$ cat src/rtl/usb_rx_decoder_if.sv
// ---------------------------------------------------------------------------
// usb_rx_decoder_if
// Bundles the USB line inputs and the decoded-packet outputs of the receive
// decoder.
//   d_plus, d_minus : USB differential pair, already synchronized to clk
//   rcv_data        : last completed byte, bit0 = first bit received
//   byte_valid      : one-cycle strobe, rcv_data valid in that cycle
//   rcving          : packet in progress (SYNC start to EOP or error)
//   eop_detected    : one-cycle strobe on a legal end-of-packet
//   rcv_error       : sticky protocol error flag, cleared at next SYNC start
// master = line driver / packet consumer, slave = decoder.
// ---------------------------------------------------------------------------
interface usb_rx_decoder_if;
  logic       d_plus;
  logic       d_minus;
  logic [7:0] rcv_data;
  logic       byte_valid;
  logic       rcving;
  logic       eop_detected;
  logic       rcv_error;

  modport master (
    output d_plus, d_minus,
    input  rcv_data, byte_valid, rcving, eop_detected, rcv_error
  );

  modport slave (
    input  d_plus, d_minus,
    output rcv_data, byte_valid, rcving, eop_detected, rcv_error
  );
endinterface

$ cat src/rtl/usb_rx_decoder.sv
// ---------------------------------------------------------------------------
// usb_rx_decoder
// Oversampling USB receive decoder: bit-timing recovery from d_plus edges,
// NRZI decode, bit unstuffing, SYNC check, EOP detection and LSB-first byte
// assembly.
// Ports:
//   clk    : system clock, rising edge
//   n_rst  : asynchronous active-low reset
//   bus    : usb_rx_decoder_if.slave (line in, decoded bytes/status out)
//
// state    | meaning
// ---------+-----------------------------------------------------------------
// IDLE     | bus idle, waiting for a J->K edge on the line
// SYNC     | collecting the 8 SYNC bits, must decode to 8'h80
// RECEIVE  | assembling data bytes, SE0 at a byte boundary starts EOP
// EOP_WAIT | expecting a second SE0 sample, then a J sample
// ERROR    | protocol error, waiting for 8 consecutive J samples
// ---------------------------------------------------------------------------
module usb_rx_decoder #(
  parameter int CLKS_PER_BIT = 8,
  parameter int SAMPLE_POINT = 4
) (
  input  logic             clk,
  input  logic             n_rst,
  usb_rx_decoder_if.slave  bus
);

  localparam int CW = (CLKS_PER_BIT > 1) ? $clog2(CLKS_PER_BIT) : 1;

  typedef enum logic [2:0] {
    IDLE     = 3'd0,
    SYNC     = 3'd1,
    RECEIVE  = 3'd2,
    EOP_WAIT = 3'd3,
    ERROR    = 3'd4
  } state_t;

  state_t        state_q, state_d;
  logic [CW-1:0] phase_q, phase_d;
  logic          dp_last_q, dp_last_d;
  logic          prev_q, prev_d;
  logic [2:0]    ones_q, ones_d;
  logic [2:0]    bit_cnt_q, bit_cnt_d;
  logic [7:0]    shift_q, shift_d;
  logic [7:0]    rcv_data_q, rcv_data_d;
  logic          byte_valid_q, byte_valid_d;
  logic          eop_q, eop_d;
  logic          err_q, err_d;
  logic          se0_seen_q, se0_seen_d;

  logic sample;
  logic line_j, line_k, line_se0, line_se1;
  logic dec_bit;
  logic enter_err;

  assign line_j   =  bus.d_plus & ~bus.d_minus;
  assign line_k   = ~bus.d_plus &  bus.d_minus;
  assign line_se0 = ~bus.d_plus & ~bus.d_minus;
  assign line_se1 =  bus.d_plus &  bus.d_minus;
  assign sample   = (phase_q == CW'(SAMPLE_POINT));
  // NRZI: no change on d_plus between samples means a 1
  assign dec_bit  = (bus.d_plus == prev_q);

  always_ff @(posedge clk or negedge n_rst) begin
    if (!n_rst) begin
      state_q      <= IDLE;
      phase_q      <= '0;
      dp_last_q    <= 1'b1;
      prev_q       <= 1'b1;
      ones_q       <= '0;
      bit_cnt_q    <= '0;
      shift_q      <= '0;
      rcv_data_q   <= '0;
      byte_valid_q <= 1'b0;
      eop_q        <= 1'b0;
      err_q        <= 1'b0;
      se0_seen_q   <= 1'b0;
    end else begin
      state_q      <= state_d;
      phase_q      <= phase_d;
      dp_last_q    <= dp_last_d;
      prev_q       <= prev_d;
      ones_q       <= ones_d;
      bit_cnt_q    <= bit_cnt_d;
      shift_q      <= shift_d;
      rcv_data_q   <= rcv_data_d;
      byte_valid_q <= byte_valid_d;
      eop_q        <= eop_d;
      err_q        <= err_d;
      se0_seen_q   <= se0_seen_d;
    end
  end

  always_comb begin
    state_d      = state_q;
    dp_last_d    = bus.d_plus;
    prev_d       = prev_q;
    ones_d       = ones_q;
    bit_cnt_d    = bit_cnt_q;
    shift_d      = shift_q;
    rcv_data_d   = rcv_data_q;
    byte_valid_d = 1'b0;
    eop_d        = 1'b0;
    err_d        = err_q;
    se0_seen_d   = se0_seen_q;
    enter_err    = 1'b0;

    // Phase counter, resynchronized on every d_plus edge
    if (phase_q == CW'(CLKS_PER_BIT - 1)) phase_d = '0;
    else                                  phase_d = phase_q + CW'(1);
    if (bus.d_plus != dp_last_q) phase_d = '0;

    // SE0 carries no NRZI level, so it must not disturb the reference
    if (sample && !line_se0) prev_d = bus.d_plus;

    case (state_q)
      IDLE: begin
        if (dp_last_q && line_k) begin
          state_d   = SYNC;
          phase_d   = '0;
          bit_cnt_d = '0;
          ones_d    = '0;
          err_d     = 1'b0;
          // the K sample itself must decode against J
          prev_d    = 1'b1;
        end
      end

      SYNC, RECEIVE: begin
        if (sample) begin
          if (line_se1 || (line_se0 && state_q == SYNC)) begin
            enter_err = 1'b1;
          end else if (line_se0) begin
            if (bit_cnt_q == 3'd0) begin
              state_d    = EOP_WAIT;
              se0_seen_d = 1'b0;
            end else begin
              enter_err = 1'b1;
            end
          end else if (ones_q == 3'd6) begin
            // stuff-bit slot: a 0 is dropped, a 1 is a stuffing violation
            if (dec_bit) enter_err = 1'b1;
            else         ones_d    = '0;
          end else begin
            ones_d    = dec_bit ? (ones_q + 3'd1) : 3'd0;
            shift_d   = {dec_bit, shift_q[7:1]};
            bit_cnt_d = bit_cnt_q + 3'd1;
            if (bit_cnt_q == 3'd7) begin
              if (state_q == SYNC) begin
                if (shift_d == 8'h80) state_d   = RECEIVE;
                else                  enter_err = 1'b1;
              end else begin
                rcv_data_d   = shift_d;
                byte_valid_d = 1'b1;
              end
            end
          end
        end
      end

      EOP_WAIT: begin
        if (sample) begin
          if (!se0_seen_q) begin
            if (line_se0) se0_seen_d = 1'b1;
            else          enter_err  = 1'b1;
          end else if (line_j) begin
            eop_d   = 1'b1;
            prev_d  = 1'b1;
            state_d = IDLE;
          end else begin
            enter_err = 1'b1;
          end
        end
      end

      ERROR: begin
        // bit_cnt doubles as the consecutive-J counter here
        if (sample) begin
          if (line_j) begin
            if (bit_cnt_q == 3'd7) begin
              state_d   = IDLE;
              bit_cnt_d = '0;
            end else begin
              bit_cnt_d = bit_cnt_q + 3'd1;
            end
          end else begin
            bit_cnt_d = '0;
          end
        end
      end

      default: state_d = IDLE;
    endcase

    if (enter_err) begin
      state_d      = ERROR;
      err_d        = 1'b1;
      bit_cnt_d    = '0;
      byte_valid_d = 1'b0;
      rcv_data_d   = rcv_data_q;
    end
  end

  assign bus.rcv_data     = rcv_data_q;
  assign bus.byte_valid   = byte_valid_q;
  assign bus.eop_detected = eop_q;
  assign bus.rcv_error    = err_q;
  assign bus.rcving       = (state_q == SYNC) || (state_q == RECEIVE) ||
                            (state_q == EOP_WAIT);

endmodule
$ cat src/flat_wrapper.sv
// flat-port wrapper written by rule: the top's interface ports become plain ports
module usb_rx_decoder_flat 
#(
  parameter int CLKS_PER_BIT = 8,
  parameter int SAMPLE_POINT = 4
)
  (clk, n_rst, bus_d_plus, bus_d_minus, bus_rcv_data, bus_byte_valid, bus_rcving, bus_eop_detected, bus_rcv_error);
  usb_rx_decoder_if bus_i ();
  input  logic clk;
  input  logic n_rst;
  input wire logic [$bits(bus_i.d_plus)-1:0] bus_d_plus;
  input wire logic [$bits(bus_i.d_minus)-1:0] bus_d_minus;
  output wire logic [$bits(bus_i.rcv_data)-1:0] bus_rcv_data;
  output wire logic [$bits(bus_i.byte_valid)-1:0] bus_byte_valid;
  output wire logic [$bits(bus_i.rcving)-1:0] bus_rcving;
  output wire logic [$bits(bus_i.eop_detected)-1:0] bus_eop_detected;
  output wire logic [$bits(bus_i.rcv_error)-1:0] bus_rcv_error;
  assign bus_i.d_plus = bus_d_plus;
  assign bus_i.d_minus = bus_d_minus;
  assign bus_rcv_data = bus_i.rcv_data;
  assign bus_byte_valid = bus_i.byte_valid;
  assign bus_rcving = bus_i.rcving;
  assign bus_eop_detected = bus_i.eop_detected;
  assign bus_rcv_error = bus_i.rcv_error;
  usb_rx_decoder #(.CLKS_PER_BIT(CLKS_PER_BIT), .SAMPLE_POINT(SAMPLE_POINT)) u_core (.clk(clk), .n_rst(n_rst), .bus(bus_i));
endmodule
$ cat config.mk
export PLATFORM = sky130hd
export DESIGN_NAME = usb_rx_decoder_flat
export DESIGN_NICKNAME = d
export VERILOG_FILES = /design/src/rtl/usb_rx_decoder_if.sv /design/src/rtl/usb_rx_decoder.sv /design/src/flat_wrapper.sv
export SDC_FILE = /design/constraint.sdc
export NUM_CORES = 1
export LEC_CHECK = 0
export CAP_MARGIN = 20
export CELL_PAD_IN_SITES_DETAIL_PLACEMENT = 1
export CELL_PAD_IN_SITES_GLOBAL_PLACEMENT = 2
export CORE_MARGIN = 2
export CORE_UTILIZATION = 35
export CTS_BUF_LIST = sky130_fd_sc_hd__clkbuf_4
export DETAILED_ROUTE_END_ITERATION = 6
export PLACE_DENSITY = 0.86
export SLEW_MARGIN = 0
export SYNTH_ARGS = -nofsm -noshare
export SYNTH_HDL_FRONTEND = slang
export SYNTH_SLANG_ARGS = --single-unit
$ cat constraint.sdc
create_clock -name clk -period 1.75 [get_ports clk]
set_clock_uncertainty 0.05 [all_clocks]
set_input_delay 0.4375 -clock clk [delete_from_list [all_inputs] [get_ports clk]]
set_output_delay 0.4375 -clock clk [all_outputs]
set_load 0.02 [all_outputs]
; Word-level counts from Yosys, hierarchy flattened
; Cells that the tools add are included.
[classes]
addsub = 3
eq_ne = 35
n_mux = 81
bitwise_logic = 11
n_reduce_logical = 22
[op_table]
columns = cell, count
row1 = $mux 3, 35
row2 = $mux 1, 40
row3 = $ne 3x1->1 const B, 8
row4 = $eq 3x3->1 const B, 5
row5 = $reduce_and 14->1, 1
row6 = $ne 4x1->1 const B, 3
row7 = $pmux 3 s4, 1
row8 = $reduce_and 6->1, 2
row9 = $ne 2x1->1 const B, 5
row10 = $add 3x1->3 const B, 3
row11 = $pmux 3 s3, 1
row12 = $eq 8x8->1 const B, 1
row13 = $reduce_and 8->1, 1
row14 = $reduce_bool 2->1, 4
row15 = $not 1->1, 7
row16 = $reduce_and 7->1, 1
row17 = $eq 3x2->1 const B, 2
row18 = $logic_not 3->1, 2
row19 = $ne 3x2->1 const B, 2
row20 = $ne 3x3->1 const B, 2
row21 = $pmux 1 s2, 3
row22 = $pmux 3 s2, 1
row23 = $reduce_and 5->1, 1
row24 = $and 1x1->1, 4
row25 = other kinds (12), 17
[word_totals]
reg_bits = 34
inputBits = 4
output_inout_bits = 12
wordCells = 164

; Longest topological paths before layout
; Gate-level depths: netlist (run 1).
[logic_depth]
depth_word = 12
depth_mapped = 8
depth_no_buf = 7

; Least setup slack after synthesis (run 1)
; Ideal clock, no wire load.
[synth_path]
path_type = register to register
from = reg u_core.state_q[0]
to = reg u_core.rcv_data_q[0] (netlist: u_core.bus.rcv_data[0])
setup_ps = 125
arrival_ps = 1711
required_time_ps = 1575
setup_slack_ps = -135
path_stages_with_launch = 8
path_buffers = 2
period_less_slack_ps = 1885
cell_sequence = dfrtp_1 buf_4 xor2_2 and2_1 nand3_2 nor3b_2 buf_4 mux2_2
[synth_between]
elab_chain_cells = 10
elab_cells_between_ends = 17
classes_between = eq/ne: 3 / mux: 7 / bitwise: 3 / reduce/logical: 4
[synth_rtl]
columns = element, line
row1 = from (decl), usb_rx_decoder.sv:38  ; state_t state_q, state_d;
row2 = from (signal assigned), usb_rx_decoder.sv:79  ; state_q <= state_d;
row3 = $eq 3x1->1, "usb_rx_decoder.sv:116, usb_rx_decoder.sv:131, usb_rx_decoder.sv:149"
row4 = $mux 1, usb_rx_decoder.sv:149  ; if (state_q == SYNC) begin
row5 = $mux 1, usb_rx_decoder.sv:148  ; if (bit_cnt_q == 3'd7) begin
row6 = $mux 1, usb_rx_decoder.sv:140  ; end else if (ones_q == 3'd6) begin
row7 = $mux 1, usb_rx_decoder.sv:133  ; end else if (line_se0) begin
row8 = $mux 1, usb_rx_decoder.sv:131  ; if (line_se1 || (line_se0 && state_q == SYNC)) begin
row9 = $mux 1, usb_rx_decoder.sv:130  ; if (sample) begin
row10 = $pmux 1 s2, usb_rx_decoder.sv:116  ; case (state_q)
row11 = $not 1->1 (no source line), n/a
row12 = $reduce_and 8->1 (no source line) *, n/a
row13 = to (signal assigned), usb_rx_decoder.sv:86  ; rcv_data_q <= rcv_data_d;
row14 = to (decl), usb_rx_decoder.sv:45  ; logic [7:0] rcv_data_q, rcv_data_d;
; Mark *: on every way between the ends. The rest lies on a longest branch, timed or not.
; A chain may end at the register's enable or synchronous reset.

; Final worst setup path (run 1)
[layout_path]
from = reg u_core.prev_q
to = reg u_core.bit_cnt_q[0]
[layout_between]
elab_chain_cells = 12
elab_cells_between_ends = 20
classes_between = eq/ne: 8 / mux: 10 / reduce/logical: 2
[layout_rtl]
columns = element, line
row1 = from (decl), usb_rx_decoder.sv:41  ; logic prev_q, prev_d;
row2 = from (signal assigned), usb_rx_decoder.sv:82  ; prev_q <= prev_d;
row3 = $eq 1x1->1 *, usb_rx_decoder.sv:62  ; assign dec_bit = (bus.d_plus == prev_q);
row4 = $eq 8x8->1, usb_rx_decoder.sv:150  ; if (shift_d == 8'h80) state_d = RECEIVE;
row5 = $mux 1, usb_rx_decoder.sv:150
row6 = $mux 1, usb_rx_decoder.sv:149
row7 = $mux 1, usb_rx_decoder.sv:148
row8 = $mux 1 *, usb_rx_decoder.sv:140
row9 = $mux 1 *, usb_rx_decoder.sv:133
row10 = $mux 1 *, usb_rx_decoder.sv:131
row11 = $mux 1 *, usb_rx_decoder.sv:130
row12 = $pmux 1 s2 *, usb_rx_decoder.sv:116
row13 = $ne 3x3->1 (no source line) (tied with other cells), n/a
row14 = $reduce_and 7->1 (no source line), n/a
row15 = to (signal assigned), usb_rx_decoder.sv:84  ; bit_cnt_q <= bit_cnt_d;
row16 = to (decl), usb_rx_decoder.sv:43  ; logic [2:0] bit_cnt_q, bit_cnt_d;
; Marked as above.

==> results.json, run 1 <==
{
  "status": "finished, violations left",
  "failed_checks": "negative setup slack",
  "reg2reg_depth": 7,
  "firstDrtPassIters": 4,
  "slew_headroom": 0.782,
  "p_leak_nw": 1.42,
  "tightest_slew_ns": 0.325,
  "finalCriticalPeriod_ns": 1.88,
  "drc": 0,
  "grt_antenna_before_repair": 0,
  "avgViaCountPerCell": 5.15,
  "cts_tree": "done",
  "final_cells": 331,
  "crit_chain": "buf_12 > xnor2_4 > nand3_2 > a311oi_4 > a31oi_1 > buf_4 > o22ai_2",
  "vdd_drop_max_mv": 0.496,
  "postRouteWirelength_um": 5870,
  "met2_length_um": 3150,
  "grt_pass1_wl_um": 9910,
  "netlist.area_leader.share": 0.408,
  "grt_usage": 0.213,
  "max_stage_delay_ns": 0.57,
  "synth_flop_cell": "dfrtp_1",
  "antennaDiodeCount": 0,
  "yosysWarnings": 0,
  "clkLatencyLatePin_ns": 0.35,
  "synthTopCellsByArea": "dfrtp_1 (41%), mux2_2 (7.7%), ha_1 (5.3%)",
  "numCtsBuffers": 5,
  "fillers": 547,
  "cp.required_ns": 1.97,
  "layout.nets": 272,
  "r2r_start": "u_core.prev_q",
  "drive_gt1_frac": 0.498,
  "core-area_sq_um": 5170,
  "wl_met1_um": 2520,
  "cp_slowest_cell": "dfstp_2",
  "drtAntennaViolNets": 0,
  "report.final.slew_viol_count": 0,
  "cts_sinks": 33,
  "dp_hpwl_um": 4230,
  "cp-start-kind": "register",
  "rr_endpoint": "u_core.bit_cnt_q[0]",
  "synth_edf_count": 0,
  "period_share": 1.07,
  "htree_levels": 2,
  "critPathArrivalTime_ns": 2.10,
  "hold_ws_ns": 0.383,
  "dp.cells": 307,
  "path_clk_slew_ns": 0.12,
  "avgSynthCellArea_sq_um": 10.6,
  "gp_congestion": 0.905,
  "drtIter0Drc": 104,
  "netlist_area_sq_um": 1900,
  "fp-row-count": 26,
  "synth_fp_nets": 191,
  "synthArstFlopShare": 1.00,
  "die_x_um": 77.7,
  "critPathKind": "reg -> reg",
  "grt_pass1_vias": 1955,
  "r2r_slack_ns": -0.13,
  "setup_ws_ns": -0.130,
  "overflow": 0,
  "yosys-top-cells-count": "dfrtp_1 (31), mux2_2 (13), nand2_1 (13)",
  "die_h_um": 77.7,
  "area_growth_syn_to_layout_pct": 54.4,
  "rsz0062_at_grt": "true",
  "synth.largest_area_cell": "dfrtp_1",
  "yosysMostFrequentCell": "dfrtp_1",
  "io-pin-count": 16,
  "yosysSeqAreaShare": 0.436,
  "synth_seq_cells": 33,
  "grt_max_degree": 34,
  "final_hold_viol_count": 0,
  "place_ws_ns": -0.702,
  "start_util": 0.367,
  "endpoint_kind": "register",
  "power_mw": 3.31,
  "synthCells": 179,
  "p_per_area_nw_per_um2": 1130,
  "hold_class": "in -> async",
  "io_buffers": 15,
  "cap_violations": 0,
  "clk_path_buf_depth": 2,
  "fmax_ghz": 0.532,
  "cp_max_fo": 4,
  "wl_met3_um": 127,
  "die-area_sq_um": 6040,
  "yosysUniqueCellTypes": 60,
  "fin_util": 0.567,
  "routedWlPerCell_um": 17.7,
  "routed.top_layer": "met4",
  "setup_viol": 17,
  "root_buffer": "clkbuf_4",
  "vias": 1706
}
## area by class of cell
| class | instances | area (sq um) | share of cell area |
|---|---|---|---|
| Clock buffer | 5 | 37.5 | 0.0128 |
| Clock inverter | 3 | 46.3 | 0.0158 |
| Inverter | 12 | 45.0 | 0.0154 |
| Multi-Input combinational cell | 125 | 1200 | 0.411 |
| Sequential cell | 33 | 831 | 0.283 |
| Tap cell | 70 | 87.6 | 0.0299 |
| Timing Repair Buffer | 83 | 682 | 0.232 |
## worst max-delay path, delay by kind of cell, from the launching register on
kind                   cells  cell delay, ns
buffers and inverters      2            0.29
XOR/XNOR                   1            0.11
AO/OA/AOI/OAI              3            0.67
AND/OR/NAND/NOR            1            0.11
flip-flops                 1            0.57
## sequential cells by signal, summed over array words and instances, names as in the netlist
register and count:
u_core.bus.rcv_data 8, u_core.shift_q 7, u_core.bit_cnt_q 3, u_core.ones_q 3, u_core.phase_q 3, u_core.state_q 3
u_core.bus.byte_valid 1, u_core.bus.eop_detected 1, u_core.bus.rcv_error 1, u_core.dp_last_q 1, u_core.prev_q 1, u_core.se0_seen_q 1
## per-stage QoR
| stage | TNS [ns] | area (sq um) |
|---|---|---|
| final | -1.29 | 2930 |
| after global routing | -2.62 | 2930 |
| after CTS | -1.22 | 2880 |
| after detailed placement | -15.12 | 2560 |
| after global placement | -13.55 | 2560 |
| after floorplan | -0.427 | 1980 |
## cell usage in the layout (no fill, tap or decap), types with 2 or more instances in the layout
cell | Yosys | layout
ha_1 | 8 | 4
o32ai_2 | 2 | 2
o21ai_2 | 0 | 2
o31ai_1 | 2 | 2
clkbuf_4 | 0 | 5
buf_12 | 0 | 2
nor3_1 | 5 | 4
dlygate4sd2_1 | 0 | 13
nor2_1 | 10 | 8
or2_1 | 3 | 3
nand3_1 | 3 | 2
mux2_2 | 13 | 7
nor4b_2 | 1 | 2
nand3b_1 | 4 | 4
nor3b_1 | 2 | 2
a31oi_1 | 2 | 2
inv_2 | 0 | 2
xor2_1 | 3 | 3
nand2_4 | 0 | 2
a21oi_1 | 8 | 7
nor2b_1 | 2 | 2
buf_6 | 1 | 4
dfrtp_2 | 0 | 2
ha_4 | 0 | 3
inv_1 | 12 | 10
dfstp_2 | 2 | 2
dfrtp_1 | 31 | 29
o21ai_1 | 2 | 2
mux2_4 | 0 | 8
nand2_1 | 13 | 11
buf_4 | 3 | 63
## power breakdown
group	internal, mW	leakage (nW)	total [mW]	switching [mW]
Combinational	0.926	0.941	1.72	0.797
Sequential	0.881	0.441	1.00	0.120
Clock	0.302	0.0414	0.588	0.286
Total	2.11	1.42	3.31	1.20
## timing repair
action                                  4_1_cts  5_1_grt
buffers inserted                             14        3
resized for setup                            47        9
endpoints found under the setup margin       37       21
gates cloned                                  1        0
hold buffers                                  0        0
pin swaps                                    16       10
## metal layers
layer | vias to the layer above | track usage
li1 | 807 | -
met3 | 8 | 0.0349
met4 | 0 | 0.0679
met2 | 18 | 0.383
met1 | 873 | 0.257
met5 | - | 0
## worst max path at each step
stage                                 start                endpoint  slack, ns  cells after the start
final                         u_core.prev_q     u_core.bit_cnt_q[0]      -0.13                      7
after global routing       u_core.ones_q[1]        u_core.ones_q[2]      -0.20                      6
after CTS                     u_core.prev_q     u_core.bit_cnt_q[1]      -0.13                      7
after detailed placement         bus_d_plus        u_core.ones_q[2]      -0.70                      8
after global placement           bus_d_plus        u_core.ones_q[2]      -0.61                      8
after floorplan           u_core.state_q[1]  u_core.bus.rcv_data[0]      -0.05                      7
## logic make-up (layout without fill, tap and decap cells)
family	Yosys count	after routing	share of synthesized area
and+or+nand+nor	58	58	0.177
AOI/OAI and AO/OA	37	37	0.153
DFF	33	33	0.436
buffers and inverters	21	103	0.0527
muxes	15	15	0.0889
adders and majority gates	8	8	0.0527
xor gates and xnor gates	7	7	0.0402
Note: power is estimated with default switching activity, not from simulation.
==> run 2, diff against run 1 <==
--- a/config.mk
+++ b/config.mk
@@ -9,10 +9,9 @@
 export CELL_PAD_IN_SITES_DETAIL_PLACEMENT = 1
 export CELL_PAD_IN_SITES_GLOBAL_PLACEMENT = 2
 export CORE_MARGIN = 2
-export CORE_UTILIZATION = 35
-export CTS_BUF_LIST = sky130_fd_sc_hd__clkbuf_4
+export CORE_UTILIZATION = 34
 export DETAILED_ROUTE_END_ITERATION = 6
-export PLACE_DENSITY = 0.86
+export PLACE_DENSITY = 0.84
 export SLEW_MARGIN = 0
 export SYNTH_ARGS = -nofsm -noshare
 export SYNTH_HDL_FRONTEND = slang
==> run 2 against run 1 <==
Compared with the run above:
- the flow still finishes with violations (negative setup slack)
- final area is 1.3% higher
- sequential power hardly changed
- count of clock-buffer cells in the layout stayed put
- first-iteration DRC count is 35% lower
==> results.json, run 2 (same netlist as run 1, synthesis figures left out) <==
{
  "postRouteWirelength_um": 5680,
  "clkLatencyLatePin_ns": 0.30,
  "rsz0062_at_grt": "true",
  "post_dp_cell_area_sq_um": 2610,
  "report.final.slew_viol_count": 0,
  "design_area_sq_um": 2970,
  "setup_viol": 16,
  "cts_sinks": 33,
  "final_hold_viol_count": 0,
  "io-pin-count": 16,
  "setup_ws_ns": -0.133,
  "cp.required_ns": 1.88,
  "grt_pass1_vias": 1800,
  "grt_pass1_wl_um": 9230,
  "slew_headroom": 0.739,
  "drive_gt1_frac": 0.533,
  "drtIter0Drc": 68,
  "p_per_area_nw_per_um2": 1170,
  "mostFrequentLayoutCells": "buf_4 (59), dfrtp_1 (29), nand2_1 (11)",
  "fp-row-count": 27,
  "hold_end": "u_core.dp_last_q",
  "drc": 0,
  "dp.cells": 316,
  "largest_reg_flops": 8,
  "failed_checks": "negative setup slack",
  "place_ws_ns": -0.672,
  "root_buffer": "clkbuf_8",
  "grt_antenna_before_repair": 0,
  "status": "finished, violations left",
  "vias": 1689,
  "reg2reg_depth": 6,
  "critPathKind": "reg -> reg",
  "tightest_slew_ns": 0.388,
  "holdPathStages": 2,
  "p_leak_nw": 1.41,
  "dp_hpwl_um": 3910,
  "start_util": 0.349,
  "r2r_start": "u_core.state_q[1]",
  "io_buffers": 15,
  "area_growth_syn_to_layout_pct": 56.4,
  "gp_congestion": 0.861,
  "hold_class": "in -> reg",
  "cap_violations": 0,
  "power_mw": 3.48,
  "period_share": 1.08,
  "tns_ns": -1.40,
  "core-area_sq_um": 5440,
  "rr_endpoint": "u_core.bus.rcv_data[4]",
  "fmax_ghz": 0.531,
  "cts_tree": "done",
  "finalCriticalPeriod_ns": 1.88,
  "antennaDiodeCount": 0,
  "grt_max_degree": 34,
  "layout_commonest_cell": "buf_4",
  "layout.nets": 268,
  "die_h_um": 78.8,
  "path_clk_slew_ns": 0.07,
  "firstDrtPassIters": 4,
  "cp-start-kind": "register",
  "die-area_sq_um": 6200,
  "vdd_drop_max_mv": 0.538,
  "numCtsBuffers": 5,
  "cp_max_fo": 6,
  "final_cells": 329,
  "grt_usage": 0.193,
  "drtAntennaViolNets": 0,
  "overflow": 0,
  "endpoint_kind": "register",
  "die_x_um": 78.8,
  "routedWlPerCell_um": 17.3,
  "r2r_slack_ns": -0.13,
  "critPathArrivalTime_ns": 2.01,
  "avgViaCountPerCell": 5.13,
  "cts.hold.buffers_added": 0,
  "clk_path_buf_depth": 2,
  "htree_levels": 2,
  "worstHoldStart": "bus_d_plus"
}
run 2: per-stage QoR:
step | hold slack [ns] | utilization
2_1_floorplan | 0.0919 | -
3_3_place_gp | 0.439 | 0.481
3_5_place_dp | 0.419 | 0.481
4_1_cts | 0.442 | 0.523
5_1_grt | 0.376 | 0.546
6_report | 0.378 | 0.546
run 2: cell type report:
class / count / area, sq um
clock buffer: 5 / 68.8
clock inverter: 3 / 46.3
fill: 584 / 2470
inverter: 12 / 45.0
multi-input combinational: 125 / 1250
sequential: 33 / 831
tap: 72 / 90.1
timing repair buffer: 79 / 639
run 2: worst max-delay path: stages, from the launching register on:
cell and delay, ns:
dfrtp_2 0.47, xor2_4 0.23, and2_4 0.20, nand3_4 0.08
nor3b_4 0.25, buf_6 0.18, mux2_4 0.30
run 2: power breakdown:
group          switching, mW  leakage, nW  total (mW)  internal [mW]
logic                  0.816        0.920        1.72          0.904
clock network          0.324       0.0543       0.751          0.426
registers              0.130        0.441        1.01          0.882
total                   1.27         1.41        3.48           2.21
run 2: per-layer routing:
layer  wire (um)  up-vias  GRT usage
met1        2460      853      0.253
li1            -      801          -
met4          87        0     0.0772
met5           0        -          0
met2        2940       26      0.314
met3         196        9     0.0364
run 2: worst max path at each step:
stage                       from                      to  slack, ns  cells past startpoint
2_1_floorplan  u_core.state_q[1]  u_core.bus.rcv_data[0]      -0.05                      7
6_report       u_core.state_q[1]  u_core.bus.rcv_data[4]      -0.13                      6
4_1_cts        u_core.state_q[1]  u_core.bus.rcv_data[1]      -0.11                      6
5_1_grt        u_core.state_q[1]  u_core.bus.rcv_data[4]      -0.21                      6
3_5_place_dp          bus_d_plus     u_core.bit_cnt_q[0]      -0.67                      8
3_3_place_gp          bus_d_plus     u_core.bit_cnt_q[0]      -0.63                      8
run 2: repair_timing:
action | in CTS | in global routing
setup buffers | 5 | 4
resized for setup | 40 | 27
pin swaps | 16 | 12
setup endpoints to repair | 34 | 28
==> run 3, diff against run 2 <==
==> constraint.sdc (replaced) <==
create_clock -name clk -period 1.75 [get_ports clk]
set_clock_uncertainty 0.05 [all_clocks]
set_input_delay 0.4375 -clock clk [delete_from_list [all_inputs] [get_ports clk]]
set_output_delay 0.4375 -clock clk [all_outputs]
set_load 0.1 [all_outputs]
==> run 3 against run 2 <==
Compared with the run above:
- the run still ends with negative setup slack left
- first-iteration DRC count up 82%
- setup slack worse by 0.0060 ns
- cell count up 1.8%
- non-clock buffer count up 6
- die area unchanged
- clock power down 0.8%
- final area up 8.5%
- count of clock-buffer cells in the layout unchanged
- critical path type is now reg -> out
- critical endpoint is now bus_rcving
- largest cell class unchanged
- highest routed layer unchanged
==> results.json, run 3 (same netlist as run 1, synthesis figures left out) <==
{
  "fin_util": 0.593,
  "htree_levels": 2,
  "root_buffer": "clkbuf_8",
  "start_util": 0.349,
  "drc": 0,
  "antennaDiodeCount": 0,
  "fillers": 556,
  "largest_reg_flops": 8,
  "period_share": 1.08,
  "io_buffers": 15,
  "critPathKind": "reg -> out",
  "layout.nets": 274,
  "core-area_sq_um": 5440,
  "hold_ws_ns": 0.369,
  "finalCriticalPeriod_ns": 1.89,
  "mostFrequentLayoutCells": "buf_4 (53), dfrtp_1 (28), buf_6 (15)",
  "firstDrtPassIters": 4,
  "cp-start-kind": "register",
  "dp_hpwl_um": 4040,
  "grt_pass1_wl_um": 10300,
  "grt_pass1_vias": 1883,
  "path_clk_slew_ns": 0.08,
  "die-area_sq_um": 6200,
  "cp_max_fo": 6,
  "postRouteWirelength_um": 6480,
  "cp.required_ns": 1.26,
  "clk_path_buf_depth": 2,
  "die_x_um": 78.8,
  "hold_class": "in -> reg",
  "vdd_drop_max_mv": 0.624,
  "drtIter0Drc": 124,
  "gp_congestion": 0.888,
  "tightest_slew_ns": 0.407,
  "fp-row-count": 27,
  "fmax_ghz": 0.529,
  "numCtsBuffers": 5,
  "die_h_um": 78.8,
  "critPathArrivalTime_ns": 1.40,
  "grt_max_degree": 34,
  "setup_ws_ns": -0.139,
  "routedWlPerCell_um": 19.3,
  "final_hold_viol_count": 0,
  "grt_usage": 0.220,
  "failed_checks": "negative setup slack",
  "drive_gt1_frac": 0.620,
  "drtAntennaViolNets": 0,
  "clkLatencyLatePin_ns": 0.30,
  "grt_antenna_before_repair": 0,
  "avgViaCountPerCell": 5.10,
  "endpoint_kind": "output pin",
  "io-pin-count": 16,
  "p_per_area_nw_per_um2": 1220,
  "setup_viol": 18,
  "p_leak_nw": 1.48,
  "cts_sinks": 33,
  "cap_violations": 0,
  "vias": 1709,
  "status": "finished, violations left",
  "slew_headroom": 0.726,
  "overflow": 0,
  "report.final.slew_viol_count": 0,
  "rsz0062_at_grt": "true",
  "cts_tree": "done",
  "area_growth_syn_to_layout_pct": 69.6,
  "layout_commonest_cell": "buf_4",
  "cts.hold.buffers_added": 0
}
==> run 3: changes by cell type in the layout (fill, tap and decap cells not counted), sizes merged <==
cell | previous run | this run
clkbuf | 6 | 7
dlymetal6s2s | 2 | 0
dlygate4sd2 | 7 | 0
clkdlybuf4s50 | 3 | 1
buf | 66 | 82
==> run 3: metrics by stage <==
stage	setup TNS (ns)	cells	setup slack, ns	area (sq um)	power (mW)
3_5_place_dp	-13.62	315	-0.668	2730	2.61
5_1_grt	-3.03	335	-0.207	3220	4.12
4_1_cts	-1.48	326	-0.134	3020	3.59
6_report	-1.62	335	-0.139	3220	3.93
2_1_floorplan	-0.473	179	-0.0482	1990	1.85
3_3_place_gp	-12.67	315	-0.625	2730	2.57
==> run 3: worst paths after layout <==
check | start | endpoint | slack [ns] | cells after the start
min in group asynchronous | n_rst | u_core.bus.eop_detected | 0.47 | 2
max | u_core.state_q[0] | bus_rcving | -0.14 | 4
max reg2reg | u_core.state_q[0] | u_core.bus.rcv_data[6] | -0.13 | 6
min | bus_d_plus | u_core.dp_last_q | 0.37 | 2
max in group asynchronous | n_rst | u_core.prev_q | 0.92 | 2
min reg2reg | u_core.phase_q[0] | u_core.phase_q[0] | 0.50 | 2
==> run 3: cell type report <==
| type | instances | area, sq um | area share |
|---|---|---|---|
| well taps | 72 | 90.1 | 0.0280 |
| inverters | 12 | 45.0 | 0.0140 |
| flip-flops and latches | 33 | 832 | 0.258 |
| multi-input cells | 125 | 1290 | 0.400 |
| clock buffers | 5 | 68.8 | 0.0214 |
| clock inverters | 3 | 46.3 | 0.0144 |
| repair buffers | 85 | 852 | 0.264 |
==> run 3: critical path, stage by stage, from the launching register on <==
cell and delay, ns:
dfrtp_2 0.48, buf_6 0.15, o21ba_4 0.21, buf_6 0.11, buf_12 0.15
==> run 3: timing repair <==
item / CTS / global route
pin swaps: 16 / 22
cloned: 0 / 2
gates resized for setup: 36 / 42
endpoints found under the setup margin: 27 / 20
buffers inserted: 4 / 7
==> run 3: metal layers <==
metal / global-route usage / part of all wire / routed length (um)
met1: 0.270 / 0.42 / 2700
met2: 0.385 / 0.53 / 3420
met3: 0.0364 / 0.034 / 223
met4: 0.0895 / 0.022 / 141
met5: 0 / 0 / 0
==> run 3: where the power goes <==
group	switching, mW	total [mW]	leakage, nW	internal (mW)
Combinational	1.06	2.17	0.985	1.11
Clock	0.318	0.745	0.0543	0.426
Sequential	0.136	1.02	0.439	0.882
Total	1.52	3.93	1.48	2.42
==> edit 1, RTL diff (flow settings as in run 1) <==
`CLKS_PER_BIT` is set to 8 in 2 places; all go to 16.
--- a/src/rtl/usb_rx_decoder.sv
+++ b/src/rtl/usb_rx_decoder.sv
@@ -17,7 +17,7 @@
 // ERROR    | protocol error, waiting for 8 consecutive J samples
 // ---------------------------------------------------------------------------
 module usb_rx_decoder #(
-  parameter int CLKS_PER_BIT = 8,
+  parameter int CLKS_PER_BIT = 16,
   parameter int SAMPLE_POINT = 4
 ) (
   input  logic             clk,
--- a/src/flat_wrapper.sv
+++ b/src/flat_wrapper.sv
@@ -1,7 +1,7 @@
 // flat-port wrapper written by rule: the top's interface ports become plain ports
 module usb_rx_decoder_flat 
 #(
-  parameter int CLKS_PER_BIT = 8,
+  parameter int CLKS_PER_BIT = 16,
   parameter int SAMPLE_POINT = 4
 )
   (clk, n_rst, bus_d_plus, bus_d_minus, bus_rcv_data, bus_byte_valid, bus_rcving, bus_eop_detected, bus_rcv_error);
Function: no difference found for any inputs over 10 cycles, from zero or initial values and one cycle with n_rst low; that may be too few to reach the edited logic, so the function may still have changed.
==> edit 1 against run 1 <==
The flow still finishes with violations (setup timing); synthesized cell count is 2.2% lower; routed wire length is 8.3% higher; worst hold slack worse by 0.0020 ns; final area is 2.5% lower; maximum frequency is 2.4% lower; sequential cell count is 1 higher; setup slack worse by 0.047 ns; area after synthesis is 3.1% lower; total power is 8.9% higher; highest routed layer unchanged; die area is 2.9% lower.
==> edit 1: results (changes against run 1) <==
stage	metric	value	unit	change
clock_tree	Clock transition at path regs	0.12	ns	about the same
power_and_ir_drop	LEAKAGE	1.340	nW	was 1.423 nW
logic_synthesis	Mapped Nets	186		was 191
worst_setup_path	r2r startpoint	u_core.phase_q[1]		was u_core.prev_q
worst_setup_path	CP Data Arrival Time	2.16	ns	was 2.10 ns
sta	post-route setup TNS	-1.239	ns	was -1.293 ns
logic_synthesis	top post-synthesis cells by area	dfrtp_1, mux2_2, ha_1		unchanged
routing	Routed WL	6361	µm	was 5874 µm
status	status	finished with violations		unchanged
sta	actual slew at the worst max-slew pin	0.3760	ns	was 0.3249 ns
grt	antenna violations before repair	1		was 0
worst_setup_path	Crit Path Max Fanout	5		was 4
logic_synthesis	Synth cell types	50		was 60
logic_synthesis	YS warnings	0		unchanged
routing	DR vias	1733		was 1706
grt	total track usage	19.67	%	was 21.27%
status	failing checks	setup timing		unchanged
routing	DRT iter0 DRCs	99		was 104
power_and_ir_drop	IR drop worst, VDD	0.0005790	V	was 0.0004960 V
logic_synthesis	sequential fraction of the synthesis area	46.33	%	was 43.58%
sta	post-route setup slack	-0.1769	ns	was -0.1297 ns
grt	largest net degree at the start of global routing	19		was 34
grt	first-pass GRT wire length	8970	µm	was 9908 µm
sta	Setup violations, final	18		was 17
placement	global placer's final weighted congestion	0.8495		was 0.9050
logic_synthesis	Post-synth top cells	dfrtp_1, mux2_2, nand2_1		unchanged
## edit 1: final timing paths
| check | endpoint | slack [ns] | cells past startpoint |
|---|---|---|---|
| min reg2reg | u_core.bus.rcv_data[1] | 0.47 | 1 |
| max reg2reg | u_core.state_q[1] | -0.18 | 8 |
| max in group asynchronous | u_core.prev_q | 1.00 | 2 |
| min in group clk | u_core.bus.rcv_data[1] | 0.47 | 1 |
| min | u_core.shift_q[6] | 0.38 | 2 |
| max | u_core.state_q[1] | -0.18 | 8 |
## edit 1: cell type report
type	count	area (µm²)
fill	571	2247
timing repair buffer	75	628.1
clock buffer	5	37.54
clock inverter	3	45.04
sequential	34	855.8
antenna	1	2.502
tap	70	87.58
inverter	11	41.29
multi-input combinational	124	1162
## edit 1: worst max-delay path: stages (launching register included)
cell	delay [ns]
dfrtp_1	0.42
inv_2	0.08
ha_4	0.11
and3b_2	0.29
nand3_2	0.17
a32oi_4	0.29
buf_4	0.17
nand3_1	0.10
a21oi_2	0.17
## edit 1: metal layers
| metal | global-route usage [%] | wire (µm) | vias up | share of wire [%] |
|---|---|---|---|---|
| li1 | - | - | 792 | - |
| met1 | 22.34 | 2607 | 888 | 41 |
| met2 | 37.08 | 3380 | 41 | 53 |
| met3 | 3.436 | 225 | 12 | 3.5 |
| met4 | 6.364 | 148 | 0 | 2.3 |
| met5 | 0 | 0 | - | 0 |
## edit 1: power breakdown
group | total (mW) | internal (mW) | leakage, nW | switching, mW
logic | 1.90 | 0.920 | 0.850 | 0.979
registers | 1.11 | 0.931 | 0.452 | 0.176
clock network | 0.601 | 0.299 | 0.0374 | 0.302
total | 3.61 | 2.15 | 1.34 | 1.46
## edit 1: cells by family after synthesis
logic type | Yosys count | share of synthesized area [%]
adders and majority gates | 7 | 4.755
AOI/OAI and AO/OA | 35 | 13.52
and+or+nand+nor | 61 | 19.57
buffers and inverters | 17 | 3.872
xor gates and xnor gates | 6 | 2.854
muxes | 15 | 9.103
DFF | 34 | 46.33
## edit 1: timing repair
item                       in CTS  in global routing
hold buffers                    0                  0
cloned                          0                  0
setup endpoints to repair      39                 26
setup buffers                  10                  5
pin swaps                      10                  8
resized for setup              56                 32
## edit 1: stage by stage
stage	hold WS [ns]	power [mW]	instances	instance area [µm²]
3_5_place_dp	0.4512	2.407	299	2402
4_1_cts	0.3685	3.247	317	2684
2_1_floorplan	0.09191	1.763	175	1844
5_1_grt	0.3964	3.793	323	2860
6_report	0.3808	3.607	323	2860
3_3_place_gp	0.4400	2.312	299	2402
==> edit 2, RTL diff (settings of run 1) <==
Without the edit above. Make the reset (`n_rst`) synchronous in one clocked block. Comments in the files are not updated.
--- a/src/rtl/usb_rx_decoder.sv
+++ b/src/rtl/usb_rx_decoder.sv
@@ -61,7 +61,7 @@
   // NRZI: no change on d_plus between samples means a 1
   assign dec_bit  = (bus.d_plus == prev_q);
 
-  always_ff @(posedge clk or negedge n_rst) begin
+  always_ff @(posedge clk) begin
     if (!n_rst) begin
       state_q      <= IDLE;
       phase_q      <= '0;
Check against the original RTL: differs if n_rst is asserted again (counterexample within 4 cycles, from zero or initial values and one cycle with n_rst low); with n_rst held inactive, the same outputs for 10 cycles.
==> edit 2 against run 1 <==
The flow still finishes with violations (setup timing); total power is 8.8% lower; sequential share of layout area is 5.3 points lower; final area up 0.17%; setup slack got worse by 0.44 ns; worst hold slack improved by 0.044 ns; area after synthesis decreased by 7.4%; non-clock buffer count rose by 13; sequential cell count did not move; routed wire length rose by 22%; critical path type unchanged; critical endpoint is now u_core.state_q[1]; largest cell class unchanged; highest routed layer unchanged.
==> edit 2: results (changes against run 1) <==
stage	metric	value	unit	change
status	status	finished with violations		unchanged
status	failing checks	setup timing		unchanged
finish	area delta synth->final	67.07	%	was 54.38%
clock_tree	Post CTS Setup Buffer Count	19		was 14
worst_setup_path	FF-to-FF setup slack	-0.57	ns	was -0.13 ns
grt	vias in the first global route	2160		was 1955
finish	Final clock-cell share	1.873	%	was 2.857%
worst_setup_path	Critical Path Start	u_core.shift_q[2]		was u_core.prev_q
logic_synthesis	sequential fraction of the synthesis area	37.55	%	was 43.58%
sta	relative slew slack	68.63	%	was 78.17%
placement	total placed instance area	2495	µm²	was 2559 µm²
power_and_ir_drop	Clk network pwr share	15.0	%	was 17.8%
power_and_ir_drop	P_sw	1.224	mW	was 1.202 mW
sta	post-route setup TNS	-4.604	ns	was -1.293 ns
grt	GRT met1 Usage	28.24	%	was 25.72%
floorplanning	die width	74.90	µm	was 77.69 µm
finish	Ant. Diodes	0		unchanged
routing	drt via density	5.288		was 5.154
logic_synthesis	Mapped Nets	215		was 191
finish	NonClk Buf Share	28.05	%	was 23.24%
worst_setup_path	Worst path slowest cell	or4_4		was dfstp_2
power_and_ir_drop	LEAKAGE	1.380	nW	was 1.423 nW
worst_setup_path	CP Capture Point	u_core.state_q[1]		was u_core.bit_cnt_q[0]
grt	GR Layer Usage met2	47.17	%	was 38.28%
finish	final net count	309		was 272
sta	Min Hold Slack	0.4265	ns	was 0.3828 ns
logic_synthesis	area leader, netlist	dfxtp_1		was dfrtp_1
logic_synthesis	Synth Instances	203		was 179
sta	post-route setup slack	-0.5699	ns	was -0.1297 ns
sta	Setup violations, final	22		was 17
grt	largest net degree at the start of global routing	21		was 34
worst_setup_path	Crit Path Max Fanout	2		was 4
finish	Buffers, non-clock	96		was 83
routing	Routed WL	7161	µm	was 5874 µm
power_and_ir_drop	IR drop worst, VDD	0.0005257	V	was 0.0004960 V
placement	placed cell count	337		was 307
finish	Fillers	558		was 547
placement	global placer's final weighted congestion	0.9966		was 0.9050
worst_setup_path	largest delay contributor family on the critical path	simple AND/OR/NAND/NOR gates		was compound AO/OA/AOI/OAI gates
worst_setup_path	CP Data Arrival Time	2.55	ns	was 2.10 ns
power_and_ir_drop	share of power burned in registers	28.7	%	was 30.2%
logic_synthesis	top post-synthesis cells by area	dfxtp_1, mux2i_1, nor2_1		was dfrtp_1, mux2_2, ha_1
clock_tree	Resize count post-CTS	62		was 47
min_path	HP Class	reg2reg		was in2async
finish	share of layout cells above drive strength 1	48.66	%	was 49.81%
power_and_ir_drop	PwrDens	1027	nW/µm²	was 1129 nW/µm²
worst_setup_path	Critical Path Max Stage Delay	0.55	ns	was 0.57 ns
finish	footprint of the multi-input gates	1266	µm²	was 1205 µm²
finish	Seq/total area	22.99	%	was 28.32%
placement	detailed placer's ending HPWL	4194	µm	was 4229 µm
logic_synthesis	Post-synth top cells	dfxtp_1, nor2_1, mux2i_1		was dfrtp_1, mux2_2, nand2_1
logic_synthesis	Synth async-reset ratio	0	%	was 100.0%
grt	met3 Use GR	5.890	%	was 3.488%
edit 2: cell types whose count changed in the layout (fill, tap and decap cells not counted), moves of 6 or more:
cell     change
dfxtp_1     +25
mux2_2       -7
nor2_1      +14
mux2_4       -8
mux2i_1     +13
dfxtp_2      +6
dfrtp_1     -29
buf_6       +13
edit 2: cells by family (layout without fill, tap and decap cells):
| logic type | count (synthesis) | after routing | share of synthesized area [%] |
|---|---|---|---|
| flip-flops | 33 | 33 | 37.55 |
| XOR/XNOR | 5 | 5 | 2.490 |
| multiplexers | 16 | 16 | 9.104 |
| AND/OR/NAND/NOR | 84 | 84 | 25.18 |
| adder cells (fa/ha/maj) | 8 | 8 | 5.690 |
| buffers and inverters | 18 | 113 | 3.983 |
| AO/OA/AOI/OAI | 39 | 39 | 16.00 |
edit 2: per-layer routing:
metal / vias to the layer above / wire (µm)
met3: 36 / 329
met2: 56 / 3637
met1: 929 / 2813
li1: 909 / -
met5: - / 0
met4: 0 / 381
